`config.mk`:
```
export PLATFORM = sky130hd
export DESIGN_NAME = lcd_digit_writer_flat
export DESIGN_NICKNAME = d
export VERILOG_FILES = /design/src/rtl/lcd_digit_writer_if.sv /design/src/rtl/lcd_digit_writer.sv /design/src/flat_wrapper.sv
export SDC_FILE = /design/constraint.sdc
export NUM_CORES = 1
export LEC_CHECK = 0
export CAP_MARGIN = 5
export CORE_ASPECT_RATIO = 0.7
export CORE_MARGIN = 10
export CORE_UTILIZATION = 45
export DETAILED_ROUTE_END_ITERATION = 6
export GPL_ROUTABILITY_DRIVEN = 0
export GPL_TIMING_DRIVEN = 1
export PLACE_DENSITY = 0.65
export SYNTH_ARGS = -nofsm -noshare
export SYNTH_HDL_FRONTEND = slang
export SYNTH_SLANG_ARGS = --single-unit
```
`constraint.sdc`:
```
create_clock -name clk -period 5.6 [get_ports clk]
set_input_delay 0.56 -clock clk [delete_from_list [all_inputs] [get_ports clk]]
set_output_delay 0.56 -clock clk [all_outputs]
set_load 0.05 [all_outputs]
```
`src/rtl/lcd_digit_writer_if.sv`:
```
// Request/status and LCD pin bundle for lcd_digit_writer.
// master = controller side (drives digits/start), slave = the writer.
interface lcd_digit_writer_if #(
    parameter int unsigned NUM_DIGITS = 4
);
    logic [4*NUM_DIGITS-1:0] digits;
    logic                    start;
    logic                    ready;
    logic                    done;
    logic [7:0]              lcd_db;
    logic                    lcd_rs;
    logic                    lcd_rw;
    logic                    lcd_e;

    modport master (
        output digits, start,
        input  ready, done, lcd_db, lcd_rs, lcd_rw, lcd_e
    );

    modport slave (
        input  digits, start,
        output ready, done, lcd_db, lcd_rs, lcd_rw, lcd_e
    );
endinterface

```
`src/rtl/lcd_digit_writer.sv`:
```
// HD44780 8-bit write sequencer: power-up wait, fixed init list, then on
// request one DDRAM address command followed by NUM_DIGITS hex digits as ASCII.
// Every byte is SETUP (1) + PULSE (E_CYC, e=1) + HOLD (wait cycles).
module lcd_digit_writer #(
    parameter int unsigned NUM_DIGITS   = 4,
    parameter logic [7:0]  DDRAM_ADDR   = 8'hCE,
    parameter int unsigned PWRUP_CYC    = 20000,
    parameter int unsigned E_CYC        = 12,
    parameter int unsigned WAIT_CYC     = 2000,
    parameter int unsigned CLR_WAIT_CYC = 80000,
    parameter bit          AUTO_REFRESH = 1'b0
) (
    input logic               clk,
    input logic               rst_n,
    lcd_digit_writer_if.slave bus
);
    localparam int unsigned M1   = (PWRUP_CYC > WAIT_CYC) ? PWRUP_CYC : WAIT_CYC;
    localparam int unsigned M2   = (CLR_WAIT_CYC > E_CYC) ? CLR_WAIT_CYC : E_CYC;
    localparam int unsigned MAXC = (M1 > M2) ? M1 : M2;
    localparam int          CW   = $clog2(MAXC + 1);
    localparam int          IW   = 5;
    localparam int          DW   = 4 * NUM_DIGITS;

    typedef enum logic [2:0] {S_PWRUP, S_INIT, S_IDLE, S_ADDR, S_DATA} state_t;
    typedef enum logic [1:0] {P_SETUP, P_PULSE, P_HOLD} phase_t;

    state_t          state_q, state_d;
    phase_t          phase_q, phase_d;
    logic [CW-1:0]   cnt_q, cnt_d;
    logic [IW-1:0]   idx_q, idx_d;
    logic [7:0]      db_q, db_d;
    logic            rs_q, rs_d;
    logic [DW-1:0]   lat_q, lat_d;
    logic            done_c;
    logic [CW-1:0]   hold_last;

    function automatic logic [7:0] init_cmd(input logic [IW-1:0] i);
        case (i)
            5'd0:    return 8'h38;  // 8-bit bus, 2 lines, 5x8 font
            5'd1:    return 8'h0C;  // display on, cursor off
            5'd2:    return 8'h06;  // increment, no shift
            default: return 8'h01;  // clear display
        endcase
    endfunction

    function automatic logic [7:0] to_ascii(input logic [3:0] d);
        if (d <= 4'd9) return 8'h30 + {4'h0, d};
        return 8'h41 + ({4'h0, d} - 8'd10);
    endfunction

    // digit 0 is the leftmost character, i.e. the most significant nibble
    function automatic logic [3:0] dig_at(input logic [DW-1:0] v, input logic [IW-1:0] i);
        logic [DW-1:0] s;
        s = v >> (4 * (int'(NUM_DIGITS) - 1 - int'(i)));
        return s[3:0];
    endfunction

    // the clear command needs the long post-strobe wait
    assign hold_last = (!rs_q && db_q == 8'h01) ? CW'(CLR_WAIT_CYC - 1) : CW'(WAIT_CYC - 1);

    // state register; reset restarts the whole power-up/init sequence
    always_ff @(posedge clk) begin
        if (!rst_n) begin
            state_q <= S_PWRUP;
            phase_q <= P_SETUP;
            cnt_q   <= '0;
            idx_q   <= '0;
            db_q    <= 8'h00;
            rs_q    <= 1'b0;
            lat_q   <= '0;
        end else begin
            state_q <= state_d;
            phase_q <= phase_d;
            cnt_q   <= cnt_d;
            idx_q   <= idx_d;
            db_q    <= db_d;
            rs_q    <= rs_d;
            lat_q   <= lat_d;
        end
    end

    // next-state: byte phase engine plus what to send when a byte ends
    always_comb begin
        state_d = state_q;
        phase_d = phase_q;
        cnt_d   = cnt_q;
        idx_d   = idx_q;
        db_d    = db_q;
        rs_d    = rs_q;
        lat_d   = lat_q;
        done_c  = 1'b0;
        case (state_q)
            S_PWRUP: begin
                if (cnt_q == CW'(PWRUP_CYC - 1)) begin
                    state_d = S_INIT;
                    phase_d = P_SETUP;
                    cnt_d   = '0;
                    idx_d   = '0;
                    db_d    = init_cmd('0);
                    rs_d    = 1'b0;
                end else begin
                    cnt_d = cnt_q + CW'(1);
                end
            end
            S_IDLE: begin
                if (bus.start) begin
                    state_d = S_ADDR;
                    lat_d   = bus.digits;
                    phase_d = P_SETUP;
                    cnt_d   = '0;
                    db_d    = DDRAM_ADDR;
                    rs_d    = 1'b0;
                end
            end
            default: begin
                case (phase_q)
                    P_SETUP: begin
                        phase_d = P_PULSE;
                        cnt_d   = '0;
                    end
                    P_PULSE: begin
                        if (cnt_q == CW'(E_CYC - 1)) begin
                            phase_d = P_HOLD;
                            cnt_d   = '0;
                        end else begin
                            cnt_d = cnt_q + CW'(1);
                        end
                    end
                    default: begin
                        if (cnt_q != hold_last) begin
                            cnt_d = cnt_q + CW'(1);
                        end else begin
                            phase_d = P_SETUP;
                            cnt_d   = '0;
                            if (state_q == S_INIT) begin
                                if (idx_q == IW'(3)) begin
                                    state_d = S_IDLE;
                                end else begin
                                    idx_d = idx_q + IW'(1);
                                    db_d  = init_cmd(idx_q + IW'(1));
                                end
                            end else if (state_q == S_ADDR) begin
                                state_d = S_DATA;
                                idx_d   = '0;
                                db_d    = to_ascii(dig_at(lat_q, '0));
                                rs_d    = 1'b1;
                            end else if (idx_q == IW'(NUM_DIGITS - 1)) begin
                                done_c = 1'b1;
                                if (AUTO_REFRESH) begin
                                    state_d = S_ADDR;
                                    lat_d   = bus.digits;
                                    db_d    = DDRAM_ADDR;
                                    rs_d    = 1'b0;
                                end else begin
                                    state_d = S_IDLE;
                                end
                            end else begin
                                idx_d = idx_q + IW'(1);
                                db_d  = to_ascii(dig_at(lat_q, idx_q + IW'(1)));
                            end
                        end
                    end
                endcase
            end
        endcase
    end

    assign bus.lcd_e  = (phase_q == P_PULSE);
    assign bus.lcd_db = db_q;
    assign bus.lcd_rs = rs_q;
    assign bus.lcd_rw = 1'b0;
    assign bus.ready  = (state_q == S_IDLE);
    assign bus.done   = done_c;
endmodule

```
`src/flat_wrapper.sv`:
```
// flat-port wrapper written by rule: the top's interface ports become plain ports
module lcd_digit_writer_flat 
#(
    parameter int unsigned NUM_DIGITS   = 4,
    parameter logic [7:0]  DDRAM_ADDR   = 8'hCE,
    parameter int unsigned PWRUP_CYC    = 20000,
    parameter int unsigned E_CYC        = 12,
    parameter int unsigned WAIT_CYC     = 2000,
    parameter int unsigned CLR_WAIT_CYC = 80000,
    parameter bit          AUTO_REFRESH = 1'b0
)
  (clk, rst_n, bus_digits, bus_start, bus_ready, bus_done, bus_lcd_db, bus_lcd_rs, bus_lcd_rw, bus_lcd_e);
  lcd_digit_writer_if #(.NUM_DIGITS(NUM_DIGITS)) bus_i ();
  input logic clk;
  input logic rst_n;
  input wire logic [$bits(bus_i.digits)-1:0] bus_digits;
  input wire logic [$bits(bus_i.start)-1:0] bus_start;
  output wire logic [$bits(bus_i.ready)-1:0] bus_ready;
  output wire logic [$bits(bus_i.done)-1:0] bus_done;
  output wire logic [$bits(bus_i.lcd_db)-1:0] bus_lcd_db;
  output wire logic [$bits(bus_i.lcd_rs)-1:0] bus_lcd_rs;
  output wire logic [$bits(bus_i.lcd_rw)-1:0] bus_lcd_rw;
  output wire logic [$bits(bus_i.lcd_e)-1:0] bus_lcd_e;
  assign bus_i.digits = bus_digits;
  assign bus_i.start = bus_start;
  assign bus_ready = bus_i.ready;
  assign bus_done = bus_i.done;
  assign bus_lcd_db = bus_i.lcd_db;
  assign bus_lcd_rs = bus_i.lcd_rs;
  assign bus_lcd_rw = bus_i.lcd_rw;
  assign bus_lcd_e = bus_i.lcd_e;
  lcd_digit_writer #(.NUM_DIGITS(NUM_DIGITS), .DDRAM_ADDR(DDRAM_ADDR), .PWRUP_CYC(PWRUP_CYC), .E_CYC(E_CYC), .WAIT_CYC(WAIT_CYC), .CLR_WAIT_CYC(CLR_WAIT_CYC), .AUTO_REFRESH(AUTO_REFRESH)) u_core (.clk(clk), .rst_n(rst_n), .bus(bus_i));
endmodule
```
==> results of run 1 <==
per-stage QoR:
| stage | util [%] | setup slack (ns) |
|---|---|---|
| 2_1_floorplan | - | 2.28 |
| 3_3_place_gp | 50.9 | 1.89 |
| 3_5_place_dp | 50.9 | 1.75 |
| 4_1_cts | 52.3 | 1.73 |
| 5_1_grt | 52.3 | 1.27 |
| 6_report | 52.3 | 1.64 |
kinds of logic after synthesis:
group / share of synthesized area [%]
and+or+nand+nor: 23.9
AOI/OAI and AO/OA: 25.5
DFF: 30.9
buffers and inverters: 5.06
xor gates and xnor gates: 5.73
adders and majority gates: 4.83
muxes: 3.98
other: 0.111
metal layers:
metal | global-route usage (%) | wire, um | up-vias
li1 | - | - | 1570
met1 | 24.6 | 4810 | 1467
met2 | 20.4 | 3400 | 109
met3 | 3.64 | 705 | 9
met4 | 3.77 | 75 | 0
met5 | 0 | 0 | -
layout make-up:
class	instances	area, um^2	share of cell area, %
clock buffers	5	68.8	1.81
clock inverters	1	30.0	0.788
well taps	98	123	3.22
repair buffers	33	323	8.47
multi-input cells	326	2150	56.5
flip-flops and latches	52	1040	27.3
inverters	19	71.3	1.87
worst min-delay path, cell delays in order, from the launching register on:
cell and delay [ns]:
dfxtp_1 0.32, nand2_1 0.05, a21oi_1 0.05
power breakdown:
part           internal [mW]  total (mW)  switching (mW)
Clock                  0.128       0.253           0.125
Sequential             0.371       0.373         0.00202
Combinational         0.0147      0.0280          0.0133
cells in the mapped netlist, types with 4 or more instances:
cell / number
a211oi_1: 16
a21oi_1: 40
a31oi_1: 8
and3_1: 6
clkbuf_1: 21
dfxtp_1: 52
ha_1: 13
inv_1: 19
mux4_2: 4
nand2_1: 62
nand3_1: 12
nor2_1: 25
nor2b_1: 4
nor3_1: 11
nor4_1: 5
o211ai_1: 5
o21ai_0: 19
o31ai_1: 4
or3_1: 4
or4_1: 4
xnor2_1: 19
flip-flops by register name, summed over array words and instances (netlist names):
register / flops
u_core.bus.lcd_db: 8
u_core.bus.lcd_rs: 1
u_core.cnt_q: 17
u_core.idx_q: 5
u_core.lat_q: 16
u_core.phase_q: 2
u_core.state_q: 3
cell usage in the layout (no fill, tap or decap), types with 3 or more instances in the layout:
master,count
nand4_1,3
or4_1,4
xnor2_1,19
or3_1,4
a31oi_1,8
clkdlybuf4s50_1,30
dfxtp_1,52
o21ai_0,19
a21oi_1,40
nor2b_1,4
inv_1,19
nand3_1,12
ha_1,13
and3_1,6
nand2_1,62
clkbuf_8,5
nor2_1,25
o211ai_1,5
nor4b_1,3
nor4_1,5
nor3_1,11
nand3b_1,3
mux4_2,4
xor2_1,3
o31ai_1,4
buf_4,3
a21boi_0,3
a211oi_1,16
worst min path at each step:
| stage | end | cells past startpoint | slack [ns] | startpoint |
|---|---|---|---|---|
| 2_1_floorplan | u_core.lat_q[0] | 2 | 0.43 | u_core.lat_q[0] |
| 6_report | u_core.lat_q[9] | 2 | 0.46 | u_core.lat_q[9] |
| 4_1_cts | u_core.lat_q[9] | 2 | 0.47 | u_core.lat_q[9] |
| 3_3_place_gp | u_core.lat_q[0] | 2 | 0.44 | u_core.lat_q[0] |
| 3_5_place_dp | u_core.lat_q[2] | 2 | 0.45 | u_core.lat_q[2] |
| 5_1_grt | u_core.lat_q[0] | 2 | 0.49 | u_core.lat_q[0] |
==> impl_metrics.yaml, run 1 <==
run_status:
  status: "finished clean"
sta:
  report.final.slew_viol_count: 0
  finalHoldViolCount: 0
  tightest_slew_ns: 0.999
  fin_crit_sh_pct: 70.7
  fin_tns_setup_ns: 0
  max_clock_freq_mhz: 253
  slew_headroom_pct: 32.9
  hold_ws_ns: 0.460
  rsz0062_at_grt: "no"
  period_needed_ns: 3.96
  clock_skew_ns: 0.00566
  setup_violations: 0
yosys:
  netlist.area_leader.share_pct: 30.9
  syn-cell-area_um2: 3370
  synth_top_area_cell: "dfxtp_1"
  async_flop_share_pct: 0
  ys_ff_latch: 52
  ys_types: 67
  ys_seq_area_share_pct: 30.9
  synth_top_flop_cell: "dfxtp_1"
  synth.avg_cell_area_um2: 7.99
  synth_nets: 453
  synthCells: 421
  synth-edff-count: 0
  yosys_warnings: 0
  netlist_top_cells_area: "dfxtp_1 (31%), nand2_1 (6.9%), a21oi_1 (5.9%), xnor2_1 (4.9%), ha_1 (4.8%)"
placement:
  placedCellCount: 528
  placedInstanceArea_um2: 3710
  io_buffers: 30
  dp_hpwl_um: 6810
grt:
  grt.total_usage_pct: 15.7
  antenna_found_initial: 0
  grt_pass1_vias: 2826
  grt-ovfl-total: 0
  grt_max_degree: 25
  grt_first_pass_wirelength_um: 14700
routing:
  drtIter0Drc: 321
  post_drt_via_cell_ratio: 5.91
  drtAntennaViolNets: 0
  via_count: 3155
  firstDrtPassIters: 5
  wl_per_cell_um: 16.8
  wl_um: 9000
  drc: 0
cts:
  cts_tree: "built"
  htree_levels: 2
  insertion_delay_ns: 0.31
  postCtsHoldBufs: 0
  cts_root_buf: "clkbuf_8"
  cts_sinks: 52
  cts_buffers: 5
  clock_path_buffers: 2
  post_cts_buffers: 0
  clk_pin_slew_ns: 0.09
  cts_resized: 0
power_and_ir_drop:
  ir_worst_vdd_mv: 0.0814
  power_density_nw_per_um2: 172
  p_leak_nw: 1.20
  totalPowerFinal_mw: 0.655
critical_path:
  critPathRequiredTime_ns: 5.80
  path_class: "register to register"
  crit_arrival_ns: 4.16
  crit_slowest_cell: "nor3_1"
  slowest_delay_ns: 0.82
  ff2ff_setup_slack_ns: 1.64
  startpoint: "u_core.idx_q[0]"
  r2r_start: "u_core.idx_q[0]"
  cp-end-kind: "register"
  path_cells: "ha_1 -> xnor2_1 -> ha_1 -> nor3_1 -> nand2_1 -> ha_1 -> nor2_1 -> nor2_1 -> nor2b_1 -> a31oi_1 -> a211oi_1 -> o41ai_1"
  worst-path-buf-inv: 0
  crit_family: "simple AND/OR/NAND/NOR gates"
  crit_top_cell: "ha_1"
  cp-endpoint: "u_core.bus.lcd_db[4]"
  cp_max_fo: 11
  worstReg2RegEnd: "u_core.bus.lcd_db[4]"
  crit_cells: 12
  cp-start-kind: "register"
  reg2reg_depth: 12
final_layout:
  area_growth_pct: 13.2
  num_antenna_cells: 0
  layout-drive-gt1-share_pct: 6.88
  final_cell_area_um2: 3810
  n_fill_cell: 705
  final_nets: 469
  finalNonFillerCells: 534
die:
  start_util_pct: 46.2
  row_count: 26
  core_area_um2: 7290
  io_pins: 32
  die_w_um: 123
  die_height_um: 92.4
  dieArea_um2: 11400
hold_path:
  min_path_type: "register to register"
job:
  max_cap_viol_count: 0
(Power assumes the default switching activity.)
==> run 2, diff against run 1 <==
--- a/config.mk
+++ b/config.mk
@@ -12,7 +12,7 @@
 export DETAILED_ROUTE_END_ITERATION = 6
 export GPL_ROUTABILITY_DRIVEN = 0
 export GPL_TIMING_DRIVEN = 1
-export PLACE_DENSITY = 0.65
+export PLACE_DENSITY = 0.68
 export SYNTH_ARGS = -nofsm -noshare
 export SYNTH_HDL_FRONTEND = slang
 export SYNTH_SLANG_ARGS = --single-unit
==> constraint.sdc (replaced) <==
create_clock -name clk -period 3.6 [get_ports clk]
set_input_delay 0.36 -clock clk [delete_from_list [all_inputs] [get_ports clk]]
set_output_delay 0.36 -clock clk [all_outputs]
set_load 0.05 [all_outputs]
==> impl_metrics.yaml, run 2 (synthesis results as in run 1) <==
run_status:
  status: "finished clean"
final_layout:
  layout_commonest_cell: "nand2_1"
  largest_register_ffs: 17
  multi_input_comb_area_um2: 2150
  area_growth_pct: 14.3
  final_nets: 475
  n_fill_cell: 704
  most-common-layout-cells: "nand2_1 (62), dfxtp_1 (52), a21oi_1 (40)"
  largest-register: "u_core.cnt_q"
  num_antenna_cells: 0
  layout-drive-gt1-share_pct: 8.56
  regArea_um2: 1040
routing:
  post_drt_via_cell_ratio: 5.94
  firstDrtPassIters: 5
  drtIter0Drc: 376
  wl_um: 8980
  drc: 0
  wl_per_cell_um: 16.6
  via_count: 3220
  drtAntennaViolNets: 0
power_and_ir_drop:
  ir_worst_vdd_mv: 0.185
  p_sw_mw: 0.222
  totalPowerFinal_mw: 0.979
  p_seq_share_pct: 59.3
  sw_frac_of_total_pct: 22.6
  clkPwrFrac_pct: 36.2
  p_int_mw: 0.757
  power_density_nw_per_um2: 254
  p_leak_nw: 1.22
  comb_power_share_pct: 4.5
cts:
  clock_path_buffers: 2
  cts_sinks: 52
  cts_root_buf: "clkbuf_8"
  insertion_delay_ns: 0.31
  postCtsHoldBufs: 0
  cts_resized: 0
  cts_buffers: 5
  post_cts_buffers: 0
  clk_pin_slew_ns: 0.10
  cts_tree: "built"
  htree_levels: 2
sta:
  rsz0062_at_grt: "no"
  max_clock_freq_mhz: 324
  report.final.slew_viol_count: 0
  fin_crit_sh_pct: 85.8
  slew_headroom_pct: 54.5
  finalHoldViolCount: 0
  clock_skew_ns: 0.00694
  tightest_slew_ns: 0.677
  fin_ws_ns: 0.512
  fin_tns_setup_ns: 0
  setup_violations: 0
  period_needed_ns: 3.09
grt:
  grt-ovfl-total: 0
  grt.total_usage_pct: 15.5
  grt_pass1_vias: 2819
  antenna_found_initial: 0
  grt_max_degree: 21
  grt_first_pass_wirelength_um: 14700
die:
  die_height_um: 92.4
  start_util_pct: 46.2
  die_w_um: 123
  io_pins: 32
  row_count: 26
  core_area_um2: 7290
  dieArea_um2: 11400
critical_path:
  slowest_delay_ns: 0.41
  cp-end-kind: "register"
  reg2reg_depth: 12
  path_cells: "ha_1 -> xnor2_1 -> ha_1 -> nor3_1 -> nand2_1 -> ha_1 -> nor2_1 -> nor2_1 -> nor2b_1 -> a31oi_1 -> a211oi_1 -> o41ai_1"
  crit_arrival_ns: 3.29
  worst-path-buf-inv: 0
  path_class: "register to register"
  critPathRequiredTime_ns: 3.80
  cp-start-kind: "register"
  crit_family: "adder cells"
  crit_top_cell: "ha_1"
  cp_max_fo: 11
  crit_cells: 12
  crit_slowest_cell: "dfxtp_1"
placement:
  dp_hpwl_um: 6930
  io_buffers: 30
  dp_slack_ns: 0.597
hold_path:
  whs_path_depth: 2
  min_path_type: "register to register"
job:
  max_cap_viol_count: 0
run 2: cell count changes in the layout (fill, tap and decap cells not counted):
cell | previous run | this run
buf_4 | 3 | 10
bufinv_16 | 1 | 0
clkbuf_1 | 0 | 1
clkbuf_8 | 5 | 6
clkdlybuf4s50_1 | 30 | 29
clkinvlp_4 | 0 | 1
run 2: worst reg2reg max path: stages (launching register included):
cell	delay (ns)
dfxtp_1	0.41
ha_1	0.41
xnor2_1	0.17
ha_1	0.27
nor3_1	0.33
nand2_1	0.19
ha_1	0.28
nor2_1	0.15
nor2_1	0.08
nor2b_1	0.21
a31oi_1	0.13
a211oi_1	0.27
o41ai_1	0.09
run 2: per-layer routing:
layer	track usage [%]	vias up	share of wire, %
li1	-	1582	-
met1	24.9	1492	51
met2	20.1	131	38
met3	3.76	15	9.7
met4	2.32	0	0.96
met5	0	-	0
run 2: final timing paths:
path	startpoint	end	slack (ns)
worst max-delay path	u_core.idx_q[1]	u_core.bus.lcd_db[4]	0.51
worst min-delay path	u_core.lat_q[11]	u_core.lat_q[11]	0.46
worst max register to register	u_core.idx_q[1]	u_core.bus.lcd_db[4]	0.51
worst min register to register	u_core.lat_q[11]	u_core.lat_q[11]	0.46
run 2: cell type report:
type,instances,share of cell area (%)
flip-flops and latches,52,27.0
clock inverters,1,0.195
well taps,98,3.19
repair buffers,39,9.49
inverters,19,1.85
multi-input cells,326,56.0
clock buffers,7,2.24
run 2: stage by stage:
step           util (%)  instances  hold slack [ns]  cell area (um^2)
2_1_floorplan         -        421            0.433              3370
3_3_place_gp       51.5        534            0.442              3750
3_5_place_dp       51.5        534            0.447              3750
4_1_cts            52.8        542            0.461              3850
5_1_grt            52.8        542            0.489              3850
6_report           52.8        542            0.461              3850
run 2: power by group through the flow:
stage          logic, mW  registers (mW)  clock network (mW)
2_1_floorplan     0.0186           0.593                   0
3_3_place_gp      0.0431           0.594                   0
3_5_place_dp      0.0431           0.594                   0
4_1_cts           0.0433           0.581               0.363
5_1_grt           0.0466           0.581               0.386
6_report          0.0437           0.581               0.355
==> run 3, diff against run 2 <==
--- a/config.mk
+++ b/config.mk
@@ -7,12 +7,11 @@
 export LEC_CHECK = 0
 export CAP_MARGIN = 5
 export CORE_ASPECT_RATIO = 0.7
-export CORE_MARGIN = 10
 export CORE_UTILIZATION = 45
 export DETAILED_ROUTE_END_ITERATION = 6
+export DONT_BUFFER_PORTS = 1
 export GPL_ROUTABILITY_DRIVEN = 0
 export GPL_TIMING_DRIVEN = 1
-export PLACE_DENSITY = 0.68
 export SYNTH_ARGS = -nofsm -noshare
 export SYNTH_HDL_FRONTEND = slang
 export SYNTH_SLANG_ARGS = --single-unit
==> impl_metrics.yaml, run 3 (synthesis results as in run 1) <==
run_status:
  status: "finished clean"
sta:
  fin_tns_setup_ns: 0
  fin_crit_sh_pct: 87.6
  tightest_slew_ns: 0.712
  hold_ws_ns: 0.170
  clock_skew_ns: 0.0129
  rsz0062_at_grt: "no"
  slew_headroom_pct: 52.1
  setup_violations: 0
  finalHoldViolCount: 0
  fin_ws_ns: 0.445
  period_needed_ns: 3.15
  report.final.slew_viol_count: 0
  max_clock_freq_mhz: 317
final_layout:
  largest_register_ffs: 17
  layout_commonest_cell: "nand2_1"
  num_antenna_cells: 0
  area_growth_pct: 6.17
  final_cell_area_um2: 3570
  finalNonFillerCells: 511
  utilization_pct: 51.2
  most-common-layout-cells: "nand2_1 (62), dfxtp_1 (52), a21oi_1 (40)"
  layout-drive-gt1-share_pct: 9.83
  largest-register: "u_core.cnt_q"
  final_nets: 448
die:
  start_util_pct: 48.3
  die_w_um: 105
  core_area_um2: 6980
  row_count: 25
  io_pins: 32
  die_height_um: 74.4
  dieArea_um2: 7830
power_and_ir_drop:
  ir_worst_vdd_mv: 0.159
  p_leak_nw: 1.13
  totalPowerFinal_mw: 0.959
  power_density_nw_per_um2: 268
routing:
  dr_wl_met2_um: 3380
  drc: 0
  drtAntennaViolNets: 0
  drt-met1-wl_um: 4810
  wl_per_cell_um: 18.0
  via_count: 3157
  wl_um: 9180
  drtIter0Drc: 184
  post_drt_via_cell_ratio: 6.18
  top_layer_used: "met4"
  wl_met3_um: 948
  firstDrtPassIters: 5
critical_path:
  path_cells: "ha_1 -> xnor2_1 -> ha_1 -> nor3_1 -> buf_4 -> nand2_1 -> ha_1 -> nor2_1 -> o21ai_0 -> nand2_1 -> o21ai_0 -> a21oi_1 -> o41ai_2"
  crit_top_cell: "ha_1"
  critPathRequiredTime_ns: 3.79
  crit_slowest_cell: "ha_1"
  cp_max_fo: 11
  cp-start-kind: "register"
  slowest_delay_ns: 0.42
  cp-end-kind: "register"
  crit_arrival_ns: 3.35
  path_class: "register to register"
cts:
  clk_pin_slew_ns: 0.11
  cts_resized: 0
  cts_buffers: 5
  post_cts_buffers: 0
  cts_sinks: 52
  insertion_delay_ns: 0.31
  cts_tree: "built"
  htree_levels: 2
  cts_root_buf: "clkbuf_8"
  postCtsHoldBufs: 0
  clock_path_buffers: 2
grt:
  grt_first_pass_wirelength_um: 14800
  grt-ovfl-total: 0
  grt.total_usage_pct: 24.3
  grt_max_degree: 22
  grt_pass1_vias: 2722
  antenna_found_initial: 0
placement:
  io_buffers: 0
  dp_slack_ns: 0.535
  dp_hpwl_um: 6900
  placedCellCount: 503
  placedInstanceArea_um2: 3480
job:
  max_cap_viol_count: 0
hold_path:
  min_path_type: "input port to register"
[run 3: cell count changes in the layout (fill, tap and decap cells not counted)]
cell and change:
buf_4 +2, nor3_1 -1, nor3_2 +1, clkdlybuf4s50_1 -29
[run 3: cell type report]
cell class                      instances  area, um^2
Fill cell                             682        3400
Multi-Input combinational cell        326        2160
Sequential cell                        52        1040
Tap cell                               94         118
Timing Repair Buffer                   12        90.1
Clock buffer                            7        86.3
Inverter                               19        71.3
Clock inverter                          1        7.51
[run 3: worst max-delay path: cells and delay by family (launching register included)]
kind	cells	cell delay, ns
AND/OR/NAND/NOR	4	0.66
buffers and inverters	1	0.22
AO/OA/AOI/OAI	4	0.64
flip-flops	1	0.41
adder cells (fa/ha/maj)	3	0.94
XOR/XNOR	1	0.17
[run 3: final timing paths]
path | from | to | slack, ns | depth (start not counted)
min | rst_n | u_core.cnt_q[3] | 0.17 | 2
max | u_core.idx_q[1] | u_core.bus.lcd_db[1] | 0.45 | 13
max reg2reg | u_core.idx_q[1] | u_core.bus.lcd_db[1] | 0.45 | 13
min reg2reg | u_core.lat_q[11] | u_core.lat_q[11] | 0.46 | 2
[run 3: power by group]
part / switching [mW] / leakage (nW) / internal [mW]
logic: 0.0141 / 0.663 / 0.00547
clock network: 0.201 / 0.0445 / 0.157
registers: 0.00324 / 0.419 / 0.578
[run 3: routing by layer]
layer  up-vias  track usage (%)
met2       142             31.5
met3         4             5.61
li1       1534                -
met5         -                0
met1      1477             39.7
met4         0             3.76
